==> src/rtl/uart_transceiver.sv <==
// uart_transceiver: parametrised full-duplex UART.
// 16x oversampled RX with mid-bit sampling, valid/ready both ways.
module uart_transceiver #(
   parameter int CLK_DIV   = 27,
   parameter int DATA_BITS = 8,
   parameter int PARITY    = 0,
   parameter int STOP_BITS = 1
) (
   input  logic                 clk,
   input  logic                 reset,
   input  logic [DATA_BITS-1:0] tx_data,
   input  logic                 tx_valid,
   output logic                 tx_ready,
   output logic [DATA_BITS-1:0] rx_data,
   output logic                 rx_valid,
   input  logic                 rx_ready,
   input  logic                 uart_rx,
   output logic                 uart_tx,
   input  logic                 err_clear,
   output logic [2:0]           error_flags
);

   localparam int DIV_W = $clog2(CLK_DIV + 1);
   localparam logic [DIV_W-1:0] DIV_MAX = DIV_W'(CLK_DIV - 1);
   localparam logic [DIV_W-1:0] DIV_ONE = DIV_W'(1);
   localparam logic [3:0] DATA_LAST = 4'(DATA_BITS - 1);
   localparam logic [3:0] STOP_LAST = 4'(STOP_BITS - 1);
   localparam logic PAR_EN  = (PARITY != 0);
   localparam logic PAR_ODD = (PARITY == 2);

   typedef enum logic [2:0] {
      TX_IDLE, TX_START, TX_DATA, TX_PARITY, TX_STOP
   } tx_state_e;

   typedef enum logic [2:0] {
      RX_IDLE, RX_START, RX_DATA, RX_PARITY, RX_STOP, RX_WAIT
   } rx_state_e;

   tx_state_e tx_state_q, tx_state_d;
   logic [DIV_W-1:0] tx_div_q, tx_div_d;
   logic [3:0] tx_os_q, tx_os_d;
   logic [3:0] tx_bit_q, tx_bit_d;
   logic [DATA_BITS-1:0] tx_shift_q, tx_shift_d;
   logic tx_par_q, tx_par_d;
   logic tx_out_q, tx_out_d;
   logic tx_rdy_q, tx_rdy_d;
   logic tx_tick, tx_bit_end;

   rx_state_e rx_state_q, rx_state_d;
   logic rx_meta_q, rx_meta_d;
   logic rx_sync_q, rx_sync_d;
   logic rx_prev_q, rx_prev_d;
   logic [DIV_W-1:0] rx_div_q, rx_div_d;
   logic [3:0] rx_os_q, rx_os_d;
   logic [3:0] rx_bit_q, rx_bit_d;
   logic [DATA_BITS-1:0] rx_shift_q, rx_shift_d;
   logic rx_perr_q, rx_perr_d;
   logic rx_tick, rx_mid, rx_half;
   logic rx_done, rx_ferr;

   logic [DATA_BITS-1:0] rx_data_q, rx_data_d;
   logic rx_valid_q, rx_valid_d;
   logic [2:0] err_q, err_d;

   assign tx_ready    = tx_rdy_q;
   assign uart_tx     = tx_out_q;
   assign rx_data     = rx_data_q;
   assign rx_valid    = rx_valid_q;
   assign error_flags = err_q;

   // TX next state: bit timer, frame sequencing and line level
   always_comb begin
      tx_state_d = tx_state_q;
      tx_div_d   = tx_div_q;
      tx_os_d    = tx_os_q;
      tx_bit_d   = tx_bit_q;
      tx_shift_d = tx_shift_q;
      tx_par_d   = tx_par_q;
      tx_out_d   = tx_out_q;
      tx_rdy_d   = tx_rdy_q;
      tx_tick    = (tx_div_q == DIV_MAX);
      tx_bit_end = tx_tick && (tx_os_q == 4'd15);
      if (tx_state_q != TX_IDLE) begin
         tx_div_d = tx_tick ? '0 : tx_div_q + DIV_ONE;
         if (tx_tick) tx_os_d = tx_os_q + 4'd1;
      end
      unique case (tx_state_q)
         TX_IDLE: begin
            if (tx_valid) begin
               tx_state_d = TX_START;
               tx_shift_d = tx_data;
               tx_par_d   = (^tx_data) ^ PAR_ODD;
               tx_out_d   = 1'b0;
               tx_rdy_d   = 1'b0;
               tx_div_d   = '0;
               tx_os_d    = '0;
               tx_bit_d   = '0;
            end
         end
         TX_START: begin
            if (tx_bit_end) begin
               tx_state_d = TX_DATA;
               tx_out_d   = tx_shift_q[0];
            end
         end
         TX_DATA: begin
            if (tx_bit_end) begin
               if (tx_bit_q == DATA_LAST) begin
                  tx_bit_d = '0;
                  if (PAR_EN) begin
                     tx_state_d = TX_PARITY;
                     tx_out_d   = tx_par_q;
                  end else begin
                     tx_state_d = TX_STOP;
                     tx_out_d   = 1'b1;
                  end
               end else begin
                  tx_bit_d   = tx_bit_q + 4'd1;
                  tx_shift_d = tx_shift_q >> 1;
                  tx_out_d   = tx_shift_q[1];
               end
            end
         end
         TX_PARITY: begin
            if (tx_bit_end) begin
               tx_state_d = TX_STOP;
               tx_out_d   = 1'b1;
            end
         end
         TX_STOP: begin
            if (tx_bit_end) begin
               if (tx_bit_q == STOP_LAST) begin
                  tx_state_d = TX_IDLE;
                  tx_rdy_d   = 1'b1;
               end else begin
                  tx_bit_d = tx_bit_q + 4'd1;
               end
            end
         end
         default: begin
            tx_state_d = TX_IDLE;
            tx_out_d   = 1'b1;
            tx_rdy_d   = 1'b1;
         end
      endcase
   end

   // TX registers; reset abandons any frame and idles the line high
   always_ff @(posedge clk or negedge reset) begin
      if (!reset) begin
         tx_state_q <= TX_IDLE;
         tx_div_q   <= '0;
         tx_os_q    <= '0;
         tx_bit_q   <= '0;
         tx_shift_q <= '0;
         tx_par_q   <= 1'b0;
         tx_out_q   <= 1'b1;
         tx_rdy_q   <= 1'b1;
      end else begin
         tx_state_q <= tx_state_d;
         tx_div_q   <= tx_div_d;
         tx_os_q    <= tx_os_d;
         tx_bit_q   <= tx_bit_d;
         tx_shift_q <= tx_shift_d;
         tx_par_q   <= tx_par_d;
         tx_out_q   <= tx_out_d;
         tx_rdy_q   <= tx_rdy_d;
      end
   end

   // RX next state: synchroniser, oversample timer, frame decode
   always_comb begin
      rx_meta_d  = uart_rx;
      rx_sync_d  = rx_meta_q;
      rx_prev_d  = rx_sync_q;
      rx_state_d = rx_state_q;
      rx_div_d   = rx_div_q;
      rx_os_d    = rx_os_q;
      rx_bit_d   = rx_bit_q;
      rx_shift_d = rx_shift_q;
      rx_perr_d  = rx_perr_q;
      rx_done    = 1'b0;
      rx_ferr    = 1'b0;
      rx_tick    = (rx_div_q == DIV_MAX);
      rx_mid     = rx_tick && (rx_os_q == 4'd15);
      rx_half    = rx_tick && (rx_os_q == 4'd7);
      if (rx_state_q != RX_IDLE && rx_state_q != RX_WAIT) begin
         rx_div_d = rx_tick ? '0 : rx_div_q + DIV_ONE;
         if (rx_tick) rx_os_d = rx_os_q + 4'd1;
      end
      unique case (rx_state_q)
         RX_IDLE: begin
            // prev resets low, so a line stuck low never arms RX
            if (rx_prev_q && !rx_sync_q) begin
               rx_state_d = RX_START;
               rx_div_d   = '0;
               rx_os_d    = '0;
               rx_bit_d   = '0;
               rx_perr_d  = 1'b0;
            end
         end
         RX_START: begin
            if (rx_half) begin
               rx_os_d    = '0;
               rx_state_d = rx_sync_q ? RX_IDLE : RX_DATA;
            end
         end
         RX_DATA: begin
            if (rx_mid) begin
               rx_shift_d = {rx_sync_q, rx_shift_q[DATA_BITS-1:1]};
               if (rx_bit_q == DATA_LAST) begin
                  rx_bit_d   = '0;
                  rx_state_d = PAR_EN ? RX_PARITY : RX_STOP;
               end else begin
                  rx_bit_d = rx_bit_q + 4'd1;
               end
            end
         end
         RX_PARITY: begin
            if (rx_mid) begin
               rx_perr_d  = rx_sync_q ^ (^rx_shift_q) ^ PAR_ODD;
               rx_state_d = RX_STOP;
            end
         end
         RX_STOP: begin
            if (rx_mid) begin
               if (!rx_sync_q) begin
                  rx_ferr    = 1'b1;
                  rx_state_d = RX_WAIT;
               end else if (rx_bit_q == STOP_LAST) begin
                  rx_done    = 1'b1;
                  rx_state_d = RX_IDLE;
               end else begin
                  rx_bit_d = rx_bit_q + 4'd1;
               end
            end
         end
         RX_WAIT: begin
            if (rx_sync_q) rx_state_d = RX_IDLE;
         end
         default: rx_state_d = RX_IDLE;
      endcase
   end

   // RX delivery, overrun and sticky error flags
   always_comb begin
      rx_data_d  = rx_data_q;
      rx_valid_d = rx_valid_q && !rx_ready;
      err_d      = err_clear ? 3'b000 : err_q;
      if (rx_ferr) err_d[0] = 1'b1;
      if (rx_done) begin
         if (rx_perr_q) err_d[1] = 1'b1;
         if (!rx_valid_q || rx_ready) begin
            rx_data_d  = rx_shift_q;
            rx_valid_d = 1'b1;
         end else begin
            err_d[2] = 1'b1;
         end
      end
   end

   // RX registers
   always_ff @(posedge clk or negedge reset) begin
      if (!reset) begin
         rx_meta_q  <= 1'b0;
         rx_sync_q  <= 1'b0;
         rx_prev_q  <= 1'b0;
         rx_state_q <= RX_IDLE;
         rx_div_q   <= '0;
         rx_os_q    <= '0;
         rx_bit_q   <= '0;
         rx_shift_q <= '0;
         rx_perr_q  <= 1'b0;
         rx_data_q  <= '0;
         rx_valid_q <= 1'b0;
         err_q      <= 3'b000;
      end else begin
         rx_meta_q  <= rx_meta_d;
         rx_sync_q  <= rx_sync_d;
         rx_prev_q  <= rx_prev_d;
         rx_state_q <= rx_state_d;
         rx_div_q   <= rx_div_d;
         rx_os_q    <= rx_os_d;
         rx_bit_q   <= rx_bit_d;
         rx_shift_q <= rx_shift_d;
         rx_perr_q  <= rx_perr_d;
         rx_data_q  <= rx_data_d;
         rx_valid_q <= rx_valid_d;
         err_q      <= err_d;
      end
   end

endmodule

==> config.mk <==
export PLATFORM = sky130hd
export DESIGN_NAME = uart_transceiver
export DESIGN_NICKNAME = d
export VERILOG_FILES = /design/src/rtl/uart_transceiver.sv
export SDC_FILE = /design/constraint.sdc
export NUM_CORES = 1
export LEC_CHECK = 0
export CORE_ASPECT_RATIO = 1.4
export CORE_UTILIZATION = 45
export DETAILED_ROUTE_END_ITERATION = 8
export PLACE_DENSITY_LB_ADDON = 0.3
export SYNTH_ARGS = -nofsm -noshare
export SYNTH_HDL_FRONTEND = slang
export SYNTH_SLANG_ARGS = --single-unit
==> constraint.sdc <==
create_clock -name clk -period 2.6 [get_ports clk]
set_input_delay 0.65 -clock clk [delete_from_list [all_inputs] [get_ports clk]]
set_output_delay 0.65 -clock clk [all_outputs]
set_load 0.005 [all_outputs]
# == Yosys cells after proc, flatten, opt, wreduce, memory -nomap -nowiden ==
# Cells that the tools add are included.
# word_totals
latch_bits,0
output_inout_bits,14
rom_bits,0
mem_count,0
mem_bits_rw,0
input_bits,14
ff_bits,66
# op_classes
div,0
eq_ne,36
muxes,79
multipliers,0
n_lt_le_gt_ge,0
addsub,6
shifts,0
bitwise_logic,3
reduce_logical,33
# op_table
op,n
2-to-1 mux 4 bit,19
2-to-1 mux 3 bit,17
2-to-1 mux 5 bit,8
!= test 2 bit (second input constant),18
2-to-1 mux 8 bit,3
case mux 4 bit (3 select lines),2
2-to-1 mux 1 bit,21
case mux 3 bit (6 select lines),1
adder 4 x 1 -> 4 bit (second input constant),4
case mux 8 bit (2 select lines),1
case mux 3 bit (5 select lines),1
== test 3 x 2 -> 1 bit (second input constant),4
== test 4 x 3 -> 1 bit (second input constant),3
nonzero test 3 bit,4
adder 5 x 1 -> 5 bit (second input constant),2
== test 5 bit (second input constant),2
AND reduction 5 bit,2
== test 3 bit (second input constant),3
== test 4 bit (second input constant),2
logical NOT 4 bit,2
case mux 4 bit (2 select lines),1
AND reduction 4 bit,2
AND reduction 8 bit,1
parity 8 bit,1
other kinds (18),33

# == Logic depth before layout (Yosys ltp) ==
# Gate-level depths: netlist of the first run.
# logic_depth
depth_word,6
mapped_depth,8
mapped_depth_nobuf,7

# == Worst setup path after synthesis of the first run ==
# OpenSTA, ideal clock, no wires.
# synth_path
kind,register to register
start,reg rx_div_q[0]
end,"reg rx_data_q[0], in the netlist rx_data[0]"
slack_ps,632
arrival_time_ps,1843
path_buffers,1
path_stages_with_launch,9
setup_time_ps,125
cell_sequence,dfrtp_1 > inv_1 > ha_1 > nand4b_4 > nor3_4 > nand4_4 > nor2b_2 > buf_6 > mux2_4
# synth_between
elab_chain_cells,5
# synth_lines
item,line_no,source
"start, declared",53,"logic [DIV_W-1:0] rx_div_q, rx_div_d;"
"start signal, assigned",282,rx_div_q <= rx_div_d;
== test 5 bit,184,rx_tick = (rx_div_q == DIV_MAX);
logical AND 1 bit,185,rx_mid = rx_tick && (rx_os_q == 4'd15);
2-to-1 mux 1 bit,226,if (rx_mid) begin
2-to-1 mux 1 bit,191,unique case (rx_state_q)
AND reduction 2 bit (no source line),--,
"end signal, assigned",287,rx_data_q <= rx_data_d;
"end, declared",61,"logic [DATA_BITS-1:0] rx_data_q, rx_data_d;"
# No other way between the ends.
# A chain may end at the register's enable or synchronous reset.

# == Final worst setup path of the first run ==
# layout_path
start,reg rx_div_q[0]
end,"reg rx_data_q[2], in the netlist rx_data[2]"
# Same word-level chain as after synthesis.

==> results of run 1 <==
-- how the worst min path moves through the flow --
stage / end / slack [ns] / cells after the start
6_report: rx_bit_q[3] / 0.22 / 1
5_1_grt: rx_bit_q[3] / 0.23 / 1
4_1_cts: rx_bit_q[3] / 0.22 / 1
3_5_place_dp: rx_prev_d / 0.34 / 0
3_3_place_gp: rx_prev_d / 0.34 / 0
2_1_floorplan: rx_prev_d / 0.33 / 0
-- metal layers --
metal / vias up / global-route usage [%] / share of wire [%]
li1: 1258 / - / -
met1: 1245 / 21.9 / 42
met2: 59 / 32.6 / 53
met3: 12 / 5.02 / 3.4
met4: 0 / 8.52 / 2.1
met5: - / 0 / 0
-- cell usage in the layout, fill, tap and decap left out, types with 9 or more instances in the layout --
| cell | count |
|---|---|
| nand3_1 | 10 |
| nand2b_1 | 9 |
| nor2_1 | 28 |
| clkbuf_8 | 11 |
| dfrtp_1 | 64 |
| nand2_1 | 39 |
| o21ai_0 | 28 |
| a21oi_1 | 15 |
| clkdlybuf4s50_1 | 26 |
| ha_1 | 10 |
| xnor2_1 | 11 |
| inv_1 | 16 |
-- flip-flops by register name, summed over array words and instances, names as in the netlist, 4 cells and up --
register	flops
tx_div_q	5
rx_os_q	4
tx_bit_q	4
rx_bit_q	4
rx_shift_q	8
rx_div_q	5
rx_data	8
tx_os_q	4
tx_shift_q	8
-- power by group --
group,internal [mW],switching [mW]
Clock,0.388,0.371
Combinational,0.214,0.247
Sequential,1.20,0.174
-- cell type report --
| cell class | instances | share of cell area (%) |
|---|---|---|
| clock inverter | 3 | 0.375 |
| inverter | 16 | 1.50 |
| tap | 97 | 3.03 |
| timing repair buffer | 31 | 7.69 |
| multi-input combinational | 246 | 42.2 |
| clock buffer | 12 | 3.88 |
| sequential | 66 | 41.3 |
-- cell families (layout without fill, tap and decap cells) --
family	after synthesis	after routing	synth area share, %
xor+xnor	19	19	4.80
mux	24	24	8.38
fa+ha+maj	10	10	3.61
compound gates	69	69	12.5
flops	66	66	47.7
simple gates	124	124	19.4
buf+inv	26	62	3.54
-- worst max-delay path, delay by kind of cell (launching register included) --
kind / cells / cell delay, ns
adder cells (fa/ha/maj): 1 / 0.21
buffers and inverters: 2 / 0.28
flip-flops: 1 / 0.42
multiplexers: 1 / 0.32
AND/OR/NAND/NOR: 4 / 0.86
-- metrics by stage --
| step | util [%] | worst slack [ns] | area (um^2) |
|---|---|---|---|
| final | 54.0 | 0.392 | 4000 |
| after global routing | 54.0 | 0.236 | 4000 |
| after CTS | 54.0 | 0.393 | 4000 |
| after detailed placement | 51.7 | 0.411 | 3830 |
| after global placement | 51.7 | 0.477 | 3830 |
| after floorplan | - | 0.632 | 3460 |
==> Implementation_results.wiki, run 1 <==
{| class="wikitable"
! Metric !! Value
|-
| Required time of the critical path || 2.82 ns
|-
| Number of max-cap violations || 0
|-
| Worst Path Max Fanout || 8
|-
| Launching instance or port of the critical path || rx_div_q[0]
|-
| Number of antenna-violating nets in the routed design || 0
|-
| Termination of the worst setup path || rx_data[2]
|-
| Number of nets in the synthesized netlist || 362
|-
| Final Hold Slack || 0.220 ns
|-
| Run status || finished, final reports clean
|-
| Standard-cell row count || 37
|-
| Largest net degree at the start of global routing || 52
|-
| Clock-pin slew of the registers on the worst-case setup and hold paths || 0.07 ns
|-
| Leakage power || 1.81 nW
|-
| Actual slew at the worst max-slew pin || 0.573 ns
|-
| Number of endpoints failing setup at the final stage || 0
|-
| # Post-CTS Setup Buffers || 0
|-
| Initial Util || 46.8%
|-
| Avg WL per Cell || 14.4 um
|-
| Via-per-instance ratio || 5.46
|-
| Setup_tns || 0 ns
|-
| Post-synth EDFFs || 0
|-
| Total global routing track utilization || 18.9%
|-
| Worst path max stage delay || 0.42 ns
|-
| Number of warning messages in the yosys log || 0
|-
| Clock tree buffer depth || 2
|-
| Timing-limited maximum frequency || 0.453 GHz
|-
| Relative slew margins || 61.8%
|-
| R2r startpoint || rx_div_q[0]
|-
| Level count of the clock H-tree || 3
|-
| Async set or reset register ratio after synthesis || 100%
|-
| Detailed-placement wirelength estimate || 4890 um
|-
| CTS Hold Buffers Added || 0
|-
| Final Critical Period || 2.21 ns
|-
| Critical path class || reg2reg
|-
| Synthesized instance count || 338
|-
| Number of pins with negative max-slew slack in the final report || 0
|-
| Synth cell count leaders || dfrtp_1 (64), nand2_1 (39), nor2_1 (28), o21ai_0 (28), inv_1 (16)
|-
| Per-instance average area after synthesis || 10.3 um^2
|-
| Register-to-register setup slack || 0.39 ns
|-
| Min-delay worst type || in2async
|-
| Most common cell in the synthesized netlist || dfrtp_1
|-
| Total placed cells including tap cells || 456
|-
| Fraction of synthesized cell area taken by the top area cell type || 46.2%
|-
| Critical path arrival || 2.43 ns
|-
| Reg2Reg Depth || 8
|-
| Cell type of the slowest stage on the worst timing path || dfrtp_1
|-
| I/O pin cnt || 28
|-
| Cell Area, Synth || 0.00346 mm^2
|-
| Most common flop cell mapped by yosys || dfrtp_1
|-
| Power per cell area || 648 mW/mm^2
|-
| Cell variety after synth || 56
|-
| CTS tree || done
|-
| Pre-antenna DRT Iters || 4
|-
| Sinks on Clock Net || 66
|-
| Most area-hungry cell type in the Yosys netlist || dfrtp_1
|-
| Worst IR drop on VDD || 430 uV
|-
| Count of final hold-check violations || 0
|-
| Filler-free cell count of the finished design || 471
|-
| Routability congestion estimate from global placement || 0.879
|-
| Register area share after synthesis || 47.7%
|-
| Antenna violations before repair || 0
|-
| R2r endpoint || rx_data[2]
|-
| Post-synthesis to final-layout area growth || 15.5%
|-
| Routed wire length || 6800 um
|-
| Number of CTS-inserted buffers || 9
|-
| Area of the multi-input gates || 0.00169 mm^2
|-
| Total of flip-flops plus latches after synthesis || 66
|-
| Die Span Y || 106 um
|-
| Top post-synthesis cells by area || dfrtp_1 (46%), nand2_1 (4.2%), o21ai_0 (4.0%)
|-
| Insertion delay of the later-clocked pin in the worst-skew pair || 0.34 ns
|-
| Core area || 0.00741 mm^2
|-
| Horiz. Die Dim || 76.2 um
|-
| Number of antenna cells inserted || 0
|-
| Number of resized instances in the post-cts repair step || 0
|-
| Count of nets after finishing || 394
|-
| Max Clock Skew || 0.0101 ns
|-
| Cell at the root of the clock tree || clkbuf_8
|-
| Grt total ovfl || 0
|-
| Total chip power || 2.59 mW
|-
| DRC || 0
|-
| Crit path cell chain || inv_1, ha_1, nand4b_4, nor3_4, nand4_4, nor2b_2, buf_4, mux2_4
|-
| DR vias || 2,574
|-
| Final cycle utilization of the critical path || 84.9%
|-
| Fraction of layout cells with a size suffix above 1 || 13.4%
|-
| Vias in the first global route || 2,615
|-
| Initial DRC Count || 130
|-
| IO buf count || 27
|-
| Reg area || 0.00165 mm^2
|-
| CP startpoint kind || flop
|-
| Total Die Area || 0.00806 mm^2
|-
| Filler cell count || 686
|-
| Wire length of the first global-routing pass || 11,900 um
|-
| Endpoint type of the worst setup path || flop
|-
| Unrepaired setup endpoints after global routing || false
|}
Note: power is estimated with default switching activity, not from simulation.
==> run 2: changes to the inputs <==
- clock period: 2.6 -> 2.1 ns (I/O delays scaled with it)
==> run 2 against run 1 <==
Clock skew down 0.0015 ns; total power up 36%; sequential power increased by 23%; combinational power grew 35%; design area grew 6.1%; register-to-register slack lost 0.29 ns; final cell count up 3.6%; core utilization up 3.3 points; clock power increased by 59%; worst hold slack got worse by 0.13 ns; wire length rose by 5.2%.
==> Implementation_results.wiki, run 2 (synthesis results as in run 1) <==
{| class="wikitable"
! Metric !! Value
|-
| Clock-pin slew of the registers on the worst-case setup and hold paths || 0.08 ns (about the same)
|-
| Final Hold Slack || 0.0911 ns (-0.128 ns)
|-
| Vias in the first global route || 2,547 (-2.6%)
|-
| Total global routing track utilization || 19.1% (+0.15 points)
|-
| Initial Util || 46.8% (unchanged)
|-
| Grt total ovfl || 0 (unchanged)
|-
| CTS tree || done
|-
| Total Die Area || 0.00806 mm^2 (unchanged)
|-
| I/O pin cnt || 28 (unchanged)
|-
| Worst IR drop on VDD || 647 uV (+51%)
|-
| Standard-cell row count || 37 (unchanged)
|-
| Core area || 0.00741 mm^2 (unchanged)
|-
| Pre-antenna DRT Iters || 4 (unchanged)
|-
| Total placed cells including tap cells || 470 (+3.1%)
|-
| Final critical-path setup slack || 0.0985 ns (-0.294 ns)
|-
| Count of final hold-check violations || 0 (unchanged)
|-
| Clock tree buffer depth || 2 (unchanged)
|-
| Required time of the critical path || 2.33 ns (-0.49 ns)
|-
| Relative slew margins || 66.9% (+5.1 points)
|-
| Avg WL per Cell || 14.7 um (+1.6%)
|-
| Actual slew at the worst max-slew pin || 0.497 ns (-0.0762 ns)
|-
| Number of endpoints failing setup at the final stage || 0 (unchanged)
|-
| Setup_tns || 0 ns (unchanged)
|-
| Number of max-cap violations || 0 (unchanged)
|-
| Detailed-placement wirelength estimate || 5300 um (+8.4%)
|-
| Endpoint type of the worst setup path || flop
|-
| Horiz. Die Dim || 76.2 um (unchanged)
|-
| Post-route cell area || 0.00424 mm^2 (+6.1%)
|-
| Number of CTS-inserted buffers || 9 (unchanged)
|-
| Number of pins with negative max-slew slack in the final report || 0 (unchanged)
|-
| Final Critical Period || 2.00 ns (-0.206 ns)
|-
| Critical path class || reg2reg
|-
| Crit path cell chain || inv_1, ha_1, or3b_4, nor2_4, nand4_4, nor2b_4, buf_12, mux2_4
|-
| Largest net degree at the start of global routing || 23 (-56%)
|-
| Min-delay worst type || in2async
|-
| Routed wire length || 7160 um (+5.2%)
|-
| Number of antenna cells inserted || 0 (unchanged)
|-
| Final cycle utilization of the critical path || 95.3% (+10 points)
|-
| CTS Hold Buffers Added || 0 (unchanged)
|-
| Level count of the clock H-tree || 3 (unchanged)
|-
| Worst Path Max Fanout || 8 (unchanged)
|-
| Most frequent standard cell in the layout excluding fill and tap cells || dfrtp_1
|-
| Die Span Y || 106 um (unchanged)
|-
| Total chip power || 3.52 mW (+36%)
|-
| Filler cell count || 677 (-1.3%)
|-
| Worst slack after detailed placement || 0.0362 ns (-0.374 ns)
|-
| Post-synthesis to final-layout area growth || 22.5%
|-
| Count of nets after finishing || 410 (+4.1%)
|-
| Insertion delay of the later-clocked pin in the worst-skew pair || 0.35 ns (about the same)
|-
| Critical path arrival || 2.23 ns (-0.20 ns)
|-
| Max Clock Skew || 0.00853 ns (-0.00153 ns)
|-
| IO buf count || 27 (unchanged)
|-
| R2r endpoint || rx_data[3]
|-
| Reg2Reg Depth || 8 (unchanged)
|-
| Post-Route Utilization || 57.3% (+3.3 points)
|-
| Cell at the root of the clock tree || clkbuf_8
|-
| Initial DRC Count || 134 (+3.1%)
|-
| Sinks on Clock Net || 66 (unchanged)
|-
| Via-per-instance ratio || 5.45 (-0.18%)
|-
| Routability congestion estimate from global placement || 0.937 (+6.6%)
|-
| Leakage power || 1.93 nW (+6.2%)
|-
| Cell type of the slowest stage on the worst timing path || dfrtp_1
|-
| Timing-limited maximum frequency || 0.500 GHz (+10%)
|-
| Run status || finished, final reports clean
|-
| DRC || 0 (unchanged)
|-
| CP startpoint kind || flop
|-
| Worst path max stage delay || 0.42 ns (about the same)
|-
| Antenna violations before repair || 0 (unchanged)
|-
| Register-to-register setup slack || 0.1 ns (-0.29 ns)
|-
| Cell area reported after detailed placement || 0.00395 mm^2 (+3.1%)
|-
| R2r startpoint || rx_bit_q[1]
|-
| Most frequent cells in the layout || dfrtp_1 (64), nand2_1 (39), nor2_1 (27), o21ai_0 (27), clkdlybuf4s50_1 (26)
|-
| Number of antenna-violating nets in the routed design || 0 (unchanged)
|-
| Wire length of the first global-routing pass || 12,000 um (+0.52%)
|-
| DR vias || 2,662 (+3.4%)
|-
| Fraction of layout cells with a size suffix above 1 || 18.7% (+5.3 points)
|-
| Power per cell area || 830 mW/mm^2 (+28%)
|-
| Filler-free cell count of the finished design || 488 (+3.6%)
|}
## run 2: cell count changes in the layout (fill, tap and decap cells not counted), moves of 2 or more
cell,before,now
buf_12,1,3
bufinv_16,0,2
clkinv_2,3,1
clkinv_4,0,2
buf_4,3,17
## run 2: how the worst max path moves through the flow
stage	from	to	slack (ns)	cells past startpoint
final	rx_bit_q[1]	rx_data[3]	0.1	8
after detailed placement	rx_div_q[0]	rx_shift_q[0]	0.04	7
after global routing	rx_bit_q[1]	rx_data[4]	-0.0004	8
after floorplan	rx_div_q[0]	rx_data[0]	0.13	8
after CTS	rx_div_q[0]	rx_shift_q[0]	0.01	7
after global placement	tx_bit_q[0]	tx_bit_q[2]	0.10	7
## run 2: timing repair
action / 4_1_cts / 5_1_grt
setup buffers: 0 / 2
setup endpoints to repair: 0 / 21
gates resized for setup: 0 / 9
## run 2: critical path, delay by kind of cell, from the launching register on
| family | cells | cell delay, ns |
|---|---|---|
| simple gates | 4 | 0.83 |
| mux | 1 | 0.30 |
| buf+inv | 2 | 0.22 |
| fa+ha+maj | 1 | 0.12 |
| flops | 1 | 0.42 |
## run 2: routing by layer
layer,part of all wire [%],vias up,global-route usage [%]
met3,3.5,15,3.81
met4,3.1,0,10.9
met5,0,-,0
met2,52,46,33.1
li1,-,1289,-
met1,41,1312,21.8
## run 2: cell type report
class / instances / area (um^2) / share of cell area, %
Multi-Input combinational cell: 246 / 1730 / 40.7
Sequential cell: 66 / 1650 / 39.0
Timing Repair Buffer: 47 / 453 / 10.7
Clock buffer: 10 / 138 / 3.24
Tap cell: 97 / 121 / 2.86
Clock inverter: 6 / 90.1 / 2.12
Inverter: 16 / 60.1 / 1.42
## run 2: report_power, final
part	switching [mW]	total [mW]	leakage, nW	internal [mW]
combinational	0.330	0.624	0.947	0.294
sequential	0.203	1.68	0.866	1.48
clock	0.511	1.21	0.112	0.702
==> run 3: changes to the inputs <==
- CTS_BUF_LIST: unset -> sky130_fd_sc_hd__clkbuf_16
==> run 3 against run 2 <==
Total power is 10% higher; critical endpoint unchanged; largest power group unchanged; register-to-register slack hardly changed; die area stayed put; clock skew is 0.0028 ns lower; setup slack better by 0.0041 ns; largest cell class unchanged.
==> Implementation_results.wiki, run 3 (synthesis results as in run 1) <==
{| class="wikitable"
! Metric !! Value
|-
| Run status || finished, final reports clean
|-
| Clock tree buffer depth || 2 (unchanged)
|-
| Final Critical Period || 2.00 ns (-0.00405 ns)
|-
| Register-to-register setup slack || 0.10 ns (about the same)
|-
| DR vias || 2,645 (-0.64%)
|-
| Timing-limited maximum frequency || 0.501 GHz (+0.20%)
|-
| Most frequent standard cell in the layout excluding fill and tap cells || dfrtp_1
|-
| Routability congestion estimate from global placement || 0.937 (unchanged)
|-
| Sinks on Clock Net || 66 (unchanged)
|-
| Horiz. Die Dim || 76.2 um (unchanged)
|-
| DRC || 0 (unchanged)
|-
| Via-per-instance ratio || 5.43 (-0.43%)
|-
| Termination of the worst setup path || rx_data[3]
|-
| Antenna violations before repair || 0 (unchanged)
|-
| Number of pins with negative max-slew slack in the final report || 0 (unchanged)
|-
| Total global routing track utilization || 19.4% (+0.37 points)
|-
| Endpoint type of the worst setup path || flop
|-
| Largest net degree at the start of global routing || 23 (unchanged)
|-
| Critical path arrival || 2.21 ns (-0.02 ns)
|-
| Power per cell area || 898 mW/mm^2 (+8.3%)
|-
| Number of antenna-violating nets in the routed design || 0 (unchanged)
|-
| Worst IR drop on VDD || 696 uV (+7.6%)
|-
| Insertion delay of the later-clocked pin in the worst-skew pair || 0.33 ns (-0.02 ns)
|-
| Number of antenna cells inserted || 0 (unchanged)
|-
| Clock-pin slew of the registers on the worst-case setup and hold paths || 0.06 ns (-0.02 ns)
|-
| Standard-cell row count || 37 (unchanged)
|-
| Vias in the first global route || 2,557 (+0.39%)
|-
| Min-delay worst type || in2async
|-
| Avg WL per Cell || 14.9 um (+1.4%)
|-
| Initial Util || 46.8% (unchanged)
|-
| Filler-free cell count of the finished design || 487 (-0.20%)
|-
| Relative slew margins || 67.2% (+0.30 points)
|-
| Core area || 0.00741 mm^2 (unchanged)
|-
| CP startpoint kind || flop
|-
| Final cycle utilization of the critical path || 95.1% (-0.19 points)
|-
| Reg2Reg Depth || 8 (unchanged)
|-
| Critical path class || reg2reg
|-
| Die Span Y || 106 um (unchanged)
|-
| Post-synthesis to final-layout area growth || 24.9%
|-
| Most frequent cells in the layout || dfrtp_1 (64), nand2_1 (39), nor2_1 (27), o21ai_0 (27), clkdlybuf4s50_1 (26)
|-
| Detailed-placement wirelength estimate || 5300 um (unchanged)
|-
| Fraction of layout cells with a size suffix above 1 || 18.2% (-0.46 points)
|-
| Max Clock Skew || 0.00569 ns (-0.00284 ns)
|-
| Level count of the clock H-tree || 3 (unchanged)
|-
| Pre-antenna DRT Iters || 4 (unchanged)
|-
| R2r endpoint || rx_data[3]
|-
| Total chip power || 3.89 mW (+10%)
|-
| Actual slew at the worst max-slew pin || 0.492 ns (-0.00453 ns)
|-
| Number of endpoints failing setup at the final stage || 0 (unchanged)
|-
| Total placed cells including tap cells || 470 (unchanged)
|-
| Count of final hold-check violations || 0 (unchanged)
|-
| Number of max-cap violations || 0 (unchanged)
|-
| Routed wire length || 7240 um (+1.2%)
|-
| Wire length of the first global-routing pass || 12,100 um (+1.1%)
|-
| Worst Path Max Fanout || 8 (unchanged)
|-
| Leakage power || 1.96 nW (+1.9%)
|-
| CTS tree || done
|-
| I/O pin cnt || 28 (unchanged)
|-
| Reg area || 0.00165 mm^2 (unchanged)
|-
| Cell at the root of the clock tree || clkbuf_16
|-
| Launching instance or port of the critical path || rx_bit_q[1]
|-
| Initial DRC Count || 122 (-9.0%)
|-
| Total Die Area || 0.00806 mm^2 (unchanged)
|-
| Area of the multi-input gates || 0.00173 mm^2 (unchanged)
|-
| R2r startpoint || rx_bit_q[1]
|-
| Grt total ovfl || 0 (unchanged)
|-
| Required time of the critical path || 2.31 ns (-0.02 ns)
|-
| Count of nets after finishing || 409 (-0.24%)
|-
| IO buf count || 27 (unchanged)
|-
| Filler cell count || 665 (-1.8%)
|-
| Number of CTS-inserted buffers || 9 (unchanged)
|}
run 3: worst min path at each step:
stage	startpoint	cells past startpoint	slack (ns)	to
floorplan	reset	0	0.23	error_flags[0]
global placement	rx_meta_q	0	0.35	rx_prev_d
detailed placement	rx_meta_q	0	0.35	rx_prev_d
CTS	reset	1	0.12	rx_data[6]
global route	reset	1	0.13	rx_data[6]
finish	reset	1	0.11	rx_data[6]
run 3: stage by stage:
| stage | worst slack (ns) | area (um^2) | util, % | setup TNS [ns] | hold WS, ns |
|---|---|---|---|---|---|
| final | 0.103 | 4330 | 58.4 | 0 | 0.111 |
| after global routing | -0.00697 | 4330 | 58.4 | -0.0121 | 0.132 |
| after CTS | 0.00502 | 4270 | 57.6 | 0 | 0.115 |
| after detailed placement | 0.0362 | 3950 | 53.3 | 0 | 0.350 |
| after global placement | 0.103 | 3950 | 53.3 | 0 | 0.352 |
| after floorplan | 0.132 | 3460 | - | 0 | 0.229 |
run 3: routing by layer:
layer / global-route usage (%) / wire length [um] / vias to the layer above
li1: - / - / 1291
met1: 22.1 / 2970 / 1302
met2: 34.0 / 3870 / 41
met3: 5.11 / 268 / 11
met4: 8.79 / 136 / 0
met5: 0 / 0 / -
run 3: layout make-up:
type	instances	share of cell area, %
Inverter	16	1.39
Clock buffer	9	5.20
Tap cell	97	2.80
Multi-Input combinational cell	246	39.9
Timing Repair Buffer	46	10.3
Sequential cell	66	38.2
Clock inverter	7	2.17
run 3: power breakdown:
| group | switching [mW] | internal, mW |
|---|---|---|
| Combinational | 0.324 | 0.282 |
| Clock | 0.556 | 1.04 |
| Sequential | 0.205 | 1.49 |
| Total | 1.09 | 2.80 |
run 3: repair_timing:
| item | CTS | global route |
|---|---|---|
| gates resized for setup | 0 | 9 |
| setup buffers | 0 | 1 |
| hold buffers | 0 | 0 |
| setup endpoints to repair | 0 | 21 |
run 3: worst max-delay path, stage by stage, from the launching register on:
cell and delay, ns:
dfrtp_1 0.41, inv_1 0.06, ha_1 0.12, or3b_4 0.40, nor2_4 0.13, nand4_4 0.14
nor2b_4 0.17, buf_12 0.15, mux2_4 0.30
